==> config.mk <==
export PLATFORM = sky130hd
export DESIGN_NAME = mem_op_fsm_flat
export DESIGN_NICKNAME = d
export VERILOG_FILES = /design/src/rtl/mem_op_pkg.sv /design/src/rtl/mem_op_fsm_if.sv /design/src/rtl/mem_wait_timer.sv /design/src/rtl/mem_op_fsm.sv /design/src/flat_wrapper.sv
export SDC_FILE = /design/constraint.sdc
export NUM_CORES = 1
export LEC_CHECK = 0
export ABC_AREA = 1
export ABC_CLOCK_PERIOD_IN_PS = 2600
export CAP_MARGIN = 20
export CORE_ASPECT_RATIO = 2
export CORE_UTILIZATION = 49
export CTS_BUF_LIST = sky130_fd_sc_hd__clkbuf_4 sky130_fd_sc_hd__clkbuf_8 sky130_fd_sc_hd__clkbuf_16
export DETAILED_ROUTE_END_ITERATION = 10
export PLACE_DENSITY = 0.86
export REMOVE_ABC_BUFFERS = 1
export SYNTH_ARGS = -nofsm -noshare
export SYNTH_HDL_FRONTEND = slang
export SYNTH_HIERARCHICAL = 1
export SYNTH_SLANG_ARGS = --single-unit
==> constraint.sdc <==
create_clock -name clk -period 2.6 [get_ports clk]
set_clock_uncertainty 0.05 [all_clocks]
set_input_delay 0.52 -clock clk [delete_from_list [all_inputs] [get_ports clk]]
set_output_delay 0.52 -clock clk [all_outputs]
set_load 0.005 [all_outputs]
==> src/rtl/mem_op_pkg.sv <==
// Shared types and constants for the indexed/amend memory-operation sequencer.
package mem_op_pkg;

  typedef enum logic [2:0] {
    IDLE,
    SEL_1,
    SEL_2,
    SEL_3,
    RD_DATA,
    MEM_REQ,
    WB,
    DONE
  } state_t;

  localparam logic OP_IDX   = 1'b0;
  localparam logic OP_AMEND = 1'b1;

  localparam logic [1:0] MEM_READ  = 2'b00;
  localparam logic [1:0] MEM_WRITE = 2'b01;

  // The wait counter never holds more than limit-1, so size it for that.
  function automatic int unsigned cnt_width(input int unsigned limit);
    return (limit < 2) ? 1 : $clog2(limit);
  endfunction

endpackage

==> src/rtl/mem_op_fsm_if.sv <==
// Request, register-file and memory signals of mem_op_fsm, bundled for port use.
interface mem_op_fsm_if #(
  parameter int unsigned DATA_W    = 32,
  parameter int unsigned REG_SEL_W = 3
);

  logic                 start;
  logic                 op;
  logic [REG_SEL_W-1:0] reg_a;
  logic [REG_SEL_W-1:0] reg_b;
  logic [REG_SEL_W-1:0] reg_c;
  logic [DATA_W-1:0]    reg_out_bus;
  logic [DATA_W-1:0]    mem_data_out_bus;
  logic                 mem_ready;

  logic [REG_SEL_W-1:0] reg_sel;
  logic                 reg_mode;
  logic [DATA_W-1:0]    reg_data;
  logic [DATA_W-1:0]    mem_address;
  logic [DATA_W-1:0]    mem_offset;
  logic [DATA_W-1:0]    mem_data;
  logic [1:0]           mem_mode;
  logic                 mem_req;
  logic                 busy;
  logic                 finished;
  logic                 err;

  modport slave (
    input  start, op, reg_a, reg_b, reg_c, reg_out_bus, mem_data_out_bus, mem_ready,
    output reg_sel, reg_mode, reg_data, mem_address, mem_offset, mem_data,
           mem_mode, mem_req, busy, finished, err
  );

  modport master (
    output start, op, reg_a, reg_b, reg_c, reg_out_bus, mem_data_out_bus, mem_ready,
    input  reg_sel, reg_mode, reg_data, mem_address, mem_offset, mem_data,
           mem_mode, mem_req, busy, finished, err
  );

endinterface

==> src/rtl/mem_wait_timer.sv <==
// Counts memory wait cycles; expired fires on the TIMEOUT-th wait cycle (never if TIMEOUT is 0).
module mem_wait_timer
  import mem_op_pkg::*;
#(
  parameter int unsigned TIMEOUT = 16
) (
  input  logic clk,
  input  logic r_n,
  input  logic clear,
  input  logic count_en,
  output logic expired
);

  localparam int unsigned CW = cnt_width(TIMEOUT);
  localparam logic [CW-1:0] LAST = (TIMEOUT == 0) ? '0 : CW'(TIMEOUT - 1);

  logic [CW-1:0] count;

  // Combinational so the abort lands on the same edge the count would reach TIMEOUT.
  assign expired = (TIMEOUT != 0) && count_en && (count == LAST);

  always_ff @(posedge clk or negedge r_n) begin
    if (!r_n) begin
      count <= '0;
    end else if (clear) begin
      count <= '0;
    end else if (count_en && !expired) begin
      count <= count + 1'b1;
    end
  end

endmodule

==> src/rtl/mem_op_fsm.sv <==
// Sequencer for indexed load (a <- (b)[c]) and amend store ((a)[b] <- c) through a shared register file.
module mem_op_fsm
  import mem_op_pkg::*;
#(
  parameter int unsigned DATA_W    = 32,
  parameter int unsigned REG_SEL_W = 3,
  parameter int unsigned TIMEOUT   = 16
) (
  input logic          clk,
  input logic          r_n,
  mem_op_fsm_if.slave  bus
);

  state_t               state;
  logic                 op_q;
  logic [REG_SEL_W-1:0] a_q;
  logic [REG_SEL_W-1:0] b_q;
  logic [REG_SEL_W-1:0] c_q;

  logic [REG_SEL_W-1:0] reg_sel_q;
  logic                 reg_mode_q;
  logic [DATA_W-1:0]    reg_data_q;
  logic [DATA_W-1:0]    addr_q;
  logic [DATA_W-1:0]    off_q;
  logic [DATA_W-1:0]    data_q;
  logic [1:0]           mem_mode_q;
  logic                 mem_req_q;
  logic                 busy_q;
  logic                 finished_q;
  logic                 err_q;

  logic is_idx;
  logic tmr_clear;
  logic tmr_en;
  logic tmr_expired;

  assign is_idx    = (op_q == OP_IDX);
  assign tmr_clear = (state != MEM_REQ);
  assign tmr_en    = (state == MEM_REQ) && !bus.mem_ready;

  mem_wait_timer #(
    .TIMEOUT (TIMEOUT)
  ) u_wait_timer (
    .clk      (clk),
    .r_n      (r_n),
    .clear    (tmr_clear),
    .count_en (tmr_en),
    .expired  (tmr_expired)
  );

  // Outputs are loaded on entry to the state that presents them.
  always_ff @(posedge clk or negedge r_n) begin
    if (!r_n) begin
      state      <= IDLE;
      op_q       <= OP_IDX;
      a_q        <= '0;
      b_q        <= '0;
      c_q        <= '0;
      reg_sel_q  <= '0;
      reg_mode_q <= 1'b0;
      reg_data_q <= '0;
      addr_q     <= '0;
      off_q      <= '0;
      data_q     <= '0;
      mem_mode_q <= MEM_READ;
      mem_req_q  <= 1'b0;
      busy_q     <= 1'b0;
      finished_q <= 1'b0;
      err_q      <= 1'b0;
    end else begin
      reg_mode_q <= 1'b0;
      finished_q <= 1'b0;
      case (state)
        IDLE: begin
          if (bus.start) begin
            op_q      <= bus.op;
            a_q       <= bus.reg_a;
            b_q       <= bus.reg_b;
            c_q       <= bus.reg_c;
            err_q     <= 1'b0;
            busy_q    <= 1'b1;
            reg_sel_q <= (bus.op == OP_IDX) ? bus.reg_b : bus.reg_a;
            state     <= SEL_1;
          end
        end
        SEL_1: begin
          reg_sel_q <= is_idx ? c_q : b_q;
          state     <= SEL_2;
        end
        SEL_2: begin
          addr_q    <= bus.reg_out_bus;
          reg_sel_q <= c_q;
          state     <= SEL_3;
        end
        SEL_3: begin
          off_q <= bus.reg_out_bus;
          if (is_idx) begin
            mem_req_q  <= 1'b1;
            mem_mode_q <= MEM_READ;
            state      <= MEM_REQ;
          end else begin
            state <= RD_DATA;
          end
        end
        RD_DATA: begin
          data_q     <= bus.reg_out_bus;
          mem_req_q  <= 1'b1;
          mem_mode_q <= MEM_WRITE;
          state      <= MEM_REQ;
        end
        MEM_REQ: begin
          // A ready on the expiring cycle still counts as success: the timer only counts non-ready cycles.
          if (bus.mem_ready) begin
            mem_req_q <= 1'b0;
            if (is_idx) begin
              reg_data_q <= bus.mem_data_out_bus;
              reg_sel_q  <= a_q;
              reg_mode_q <= 1'b1;
              state      <= WB;
            end else begin
              finished_q <= 1'b1;
              state      <= DONE;
            end
          end else if (tmr_expired) begin
            mem_req_q  <= 1'b0;
            err_q      <= 1'b1;
            finished_q <= 1'b1;
            state      <= DONE;
          end
        end
        WB: begin
          finished_q <= 1'b1;
          state      <= DONE;
        end
        DONE: begin
          busy_q <= 1'b0;
          state  <= IDLE;
        end
        default: begin
          state <= IDLE;
        end
      endcase
    end
  end

  assign bus.reg_sel     = reg_sel_q;
  assign bus.reg_mode    = reg_mode_q;
  assign bus.reg_data    = reg_data_q;
  assign bus.mem_address = addr_q;
  assign bus.mem_offset  = off_q;
  assign bus.mem_data    = data_q;
  assign bus.mem_mode    = mem_mode_q;
  assign bus.mem_req     = mem_req_q;
  assign bus.busy        = busy_q;
  assign bus.finished    = finished_q;
  assign bus.err         = err_q;

endmodule

==> src/flat_wrapper.sv <==
// flat-port wrapper written by rule: the top's interface ports become plain ports
module mem_op_fsm_flat import mem_op_pkg::*;
#(
  parameter int unsigned DATA_W    = 32,
  parameter int unsigned REG_SEL_W = 3,
  parameter int unsigned TIMEOUT   = 16
)
  (clk, r_n, bus_start, bus_op, bus_reg_a, bus_reg_b, bus_reg_c, bus_reg_out_bus, bus_mem_data_out_bus, bus_mem_ready, bus_reg_sel, bus_reg_mode, bus_reg_data, bus_mem_address, bus_mem_offset, bus_mem_data, bus_mem_mode, bus_mem_req, bus_busy, bus_finished, bus_err);
  mem_op_fsm_if #(.DATA_W(DATA_W), .REG_SEL_W(REG_SEL_W)) bus_i ();
  input logic clk;
  input logic r_n;
  input wire logic [$bits(bus_i.start)-1:0] bus_start;
  input wire logic [$bits(bus_i.op)-1:0] bus_op;
  input wire logic [$bits(bus_i.reg_a)-1:0] bus_reg_a;
  input wire logic [$bits(bus_i.reg_b)-1:0] bus_reg_b;
  input wire logic [$bits(bus_i.reg_c)-1:0] bus_reg_c;
  input wire logic [$bits(bus_i.reg_out_bus)-1:0] bus_reg_out_bus;
  input wire logic [$bits(bus_i.mem_data_out_bus)-1:0] bus_mem_data_out_bus;
  input wire logic [$bits(bus_i.mem_ready)-1:0] bus_mem_ready;
  output wire logic [$bits(bus_i.reg_sel)-1:0] bus_reg_sel;
  output wire logic [$bits(bus_i.reg_mode)-1:0] bus_reg_mode;
  output wire logic [$bits(bus_i.reg_data)-1:0] bus_reg_data;
  output wire logic [$bits(bus_i.mem_address)-1:0] bus_mem_address;
  output wire logic [$bits(bus_i.mem_offset)-1:0] bus_mem_offset;
  output wire logic [$bits(bus_i.mem_data)-1:0] bus_mem_data;
  output wire logic [$bits(bus_i.mem_mode)-1:0] bus_mem_mode;
  output wire logic [$bits(bus_i.mem_req)-1:0] bus_mem_req;
  output wire logic [$bits(bus_i.busy)-1:0] bus_busy;
  output wire logic [$bits(bus_i.finished)-1:0] bus_finished;
  output wire logic [$bits(bus_i.err)-1:0] bus_err;
  assign bus_i.start = bus_start;
  assign bus_i.op = bus_op;
  assign bus_i.reg_a = bus_reg_a;
  assign bus_i.reg_b = bus_reg_b;
  assign bus_i.reg_c = bus_reg_c;
  assign bus_i.reg_out_bus = bus_reg_out_bus;
  assign bus_i.mem_data_out_bus = bus_mem_data_out_bus;
  assign bus_i.mem_ready = bus_mem_ready;
  assign bus_reg_sel = bus_i.reg_sel;
  assign bus_reg_mode = bus_i.reg_mode;
  assign bus_reg_data = bus_i.reg_data;
  assign bus_mem_address = bus_i.mem_address;
  assign bus_mem_offset = bus_i.mem_offset;
  assign bus_mem_data = bus_i.mem_data;
  assign bus_mem_mode = bus_i.mem_mode;
  assign bus_mem_req = bus_i.mem_req;
  assign bus_busy = bus_i.busy;
  assign bus_finished = bus_i.finished;
  assign bus_err = bus_i.err;
  mem_op_fsm #(.DATA_W(DATA_W), .REG_SEL_W(REG_SEL_W), .TIMEOUT(TIMEOUT)) u_core (.clk(clk), .r_n(r_n), .bus(bus_i));
endmodule
==> out/results.ini <==
[outcome]
status=finished, final reports clean

[global_route]
grt_use_total_pct=26.1
grt_pass1_vias=5310
grt_pass1_wl_um=25500
antenna_found_initial=0
grt_max_degree=63
gr-total-overflow=0

[synthesis]
synth_area_sq_mm=0.00613
yosysTopAreaCellShare_pct=62.9
synth_cells=672
ys.warnings.count=6
synthDistinctLibCells=25
yosys-top-cells-area=dfrtp_1 63%, nand2_1 16%, o21ai_0 8.7%
seq_area_frac_synth_pct=62.9
syn_area_per_cell_sq_um=9.12
synth_area_leader_cell=dfrtp_1
yosys_register_bits=154

[place]
place_ws_ns=0.618
place_congestion=0.887
dp_hpwl_um=11700
place_inst=1015
port_buffers=214
dpl_cell_area_sq_mm=0.00840

[cts]
clock-sinks=154
cts_hold_buffers=0
cts_made_buffers=17
cts_max_path_buffers=2
clk_latency_ns=0.41
cts_tree=yes
root_buffer=clkbuf_16
htreeDepth=4
cts_resized=0
cts_setup_buffers=0
clkTransAtPathRegs_ns=0.06

[route]
via_per_inst=5.01
ant_nets=0
wl_um=16000
drtIter0Drc=221
drc=0
first_pass_iters=4
vias=5243
wl_per_cell_um=15.3

[floorplan]
start_util_pct=50.2
core_sq_mm=0.0122
num_rows=57
die-area_sq_mm=0.0130
ioPinCount=216
die_h_um=160
die_width_um=81.1

[worst_hold_path]
holdCritPathClass=in2async

[worst_setup_path]
worstPathArrival_ns=2.26
startpoint_type=flop
cp_max_fo=7
r2r_start=u_core/state[1]$_DFFE_PN0P_
r2r_slack_ns=0.62
rr_worst_depth=12
worst-setup-path-type=reg2reg
critPathCaptureType=flop
timing.rr.end=u_core/state[1]$_DFFE_PN0P_
cp.required_ns=2.88

[cells_and_area]
nNetsFinal=970
layout_common_cells=267 x nand2_1, 213 x clkdlybuf4s50_1, 154 x dfrtp_1
fin_cells=1046
final_common_cell=nand2_1
layout-drive-gt1-share_pct=6.34
insertedDiodeCount=0
design_area_sq_mm=0.00898
area_delta_synth_final_pct=46.6

[flow_run]
max_cap_viol_count=0

[sta]
finalCriticalPeriod_ns=1.98
post-route-period-util_pct=76.0
maxSlewHeadroom_pct=61.9
drv_slew=0
rsz0062_at_grt=no
max_freq_ghz=0.506
fin_ws_ns=0.623
report.final.setup_viol=0
hold_violations=0
worst_pin_slew_ns=0.572
tns_ns=0

[pwr]
p_leak_nw=4.41
power_density_mw_per_mm2=1240
worst_ir_drop_vdd_uv=725

per-layer routing:
| layer | vias to the layer above | global-route usage (%) | part of all wire (%) | wire [um] |
|---|---|---|---|---|
| li1 | 2527 | - | - | - |
| met1 | 2465 | 27.0 | 35 | 5620 |
| met2 | 195 | 46.0 | 55 | 8790 |
| met3 | 56 | 5.83 | 5.2 | 836 |
| met4 | 0 | 15.3 | 4.8 | 776 |
| met5 | - | 0 | 0 | 0 |
cells in the mapped netlist (all sizes together):
cell	count
a21oi	2
buf	23
clkbuf	6
conb	1
dfrtp	154
ha	5
inv	60
nand2	271
nand3	17
nand3b	2
nand4	3
nor2	13
nor3	1
o21ai	113
or2	1
worst max path at each step:
stage                                      startpoint                           to  slack, ns  cells after the start
after floorplan           u_core/state[0]$_DFFE_PN0P_  u_core/state[0]$_DFFE_PN0P_       0.41                      9
after global placement                  bus_mem_ready  u_core/state[1]$_DFFE_PN0P_       0.68                     10
after detailed placement                bus_mem_ready  u_core/state[1]$_DFFE_PN0P_       0.62                     10
after CTS                 u_core/state[1]$_DFFE_PN0P_  u_core/state[1]$_DFFE_PN0P_       0.63                     12
after global routing      u_core/state[1]$_DFFE_PN0P_  u_core/state[1]$_DFFE_PN0P_       0.40                     12
final                     u_core/state[1]$_DFFE_PN0P_  u_core/state[1]$_DFFE_PN0P_       0.62                     12
layout make-up:
type                       instances  area [sq um]
inverter                          60           230
clock buffer                      17           425
multi-input combinational        429          1870
tap                              147           184
sequential                       154          3850
clock inverter                    14           156
timing repair buffer             225          2260
fill                             859          3210
logic make-up (layout without fill, tap and decap cells):
| family | count (synthesis) | count (layout) | share of synthesized area (%) |
|---|---|---|---|
| simple gates | 308 | 308 | 20.0 |
| fa+ha+maj | 5 | 5 | 1.02 |
| compound gates | 115 | 115 | 9.39 |
| other cells | 1 | 1 | 0.0612 |
| flops | 154 | 154 | 62.9 |
| buf+inv | 89 | 316 | 6.62 |
where the power goes:
group	leakage [nW]	switching (W)	total, W	internal [W]
logic	2.22	0.00210	0.00461	0.00251
clock network	0.286	0.00103	0.00239	0.00136
registers	1.91	0.000649	0.00418	0.00353
total	4.41	0.00378	0.0112	0.00740
worst max-delay path, cell delays in order, from the launching register on:
cell	delay, ns
dfrtp_1	0.40
inv_1	0.12
ha_1	0.31
nand2_4	0.12
nor2_1	0.19
inv_1	0.06
nor2_1	0.14
nor2_1	0.09
nand2_1	0.10
nand2_1	0.08
inv_1	0.10
nand2_1	0.06
o21ai_1	0.07
sequential cells by signal, summed over array words and instances, names as in the netlist, 4 cells and up:
signal	flops
u_core/bus.mem_address	32
u_core/bus.mem_data	32
u_core/bus.mem_offset	32
u_core/bus.reg_data	32
u_core/u_wait_timer/count	4
per-stage QoR:
stage	power, W	hold WS (ns)	util, %
floorplan	0.00585	0.174	-
global placement	0.00864	0.407	68.9
detailed placement	0.00882	0.409	68.9
CTS	0.0113	0.0390	73.7
global route	0.0119	0.0555	73.7
finish	0.0112	0.0184	73.7
No activity file was read; power rests on OpenSTA's default activity.
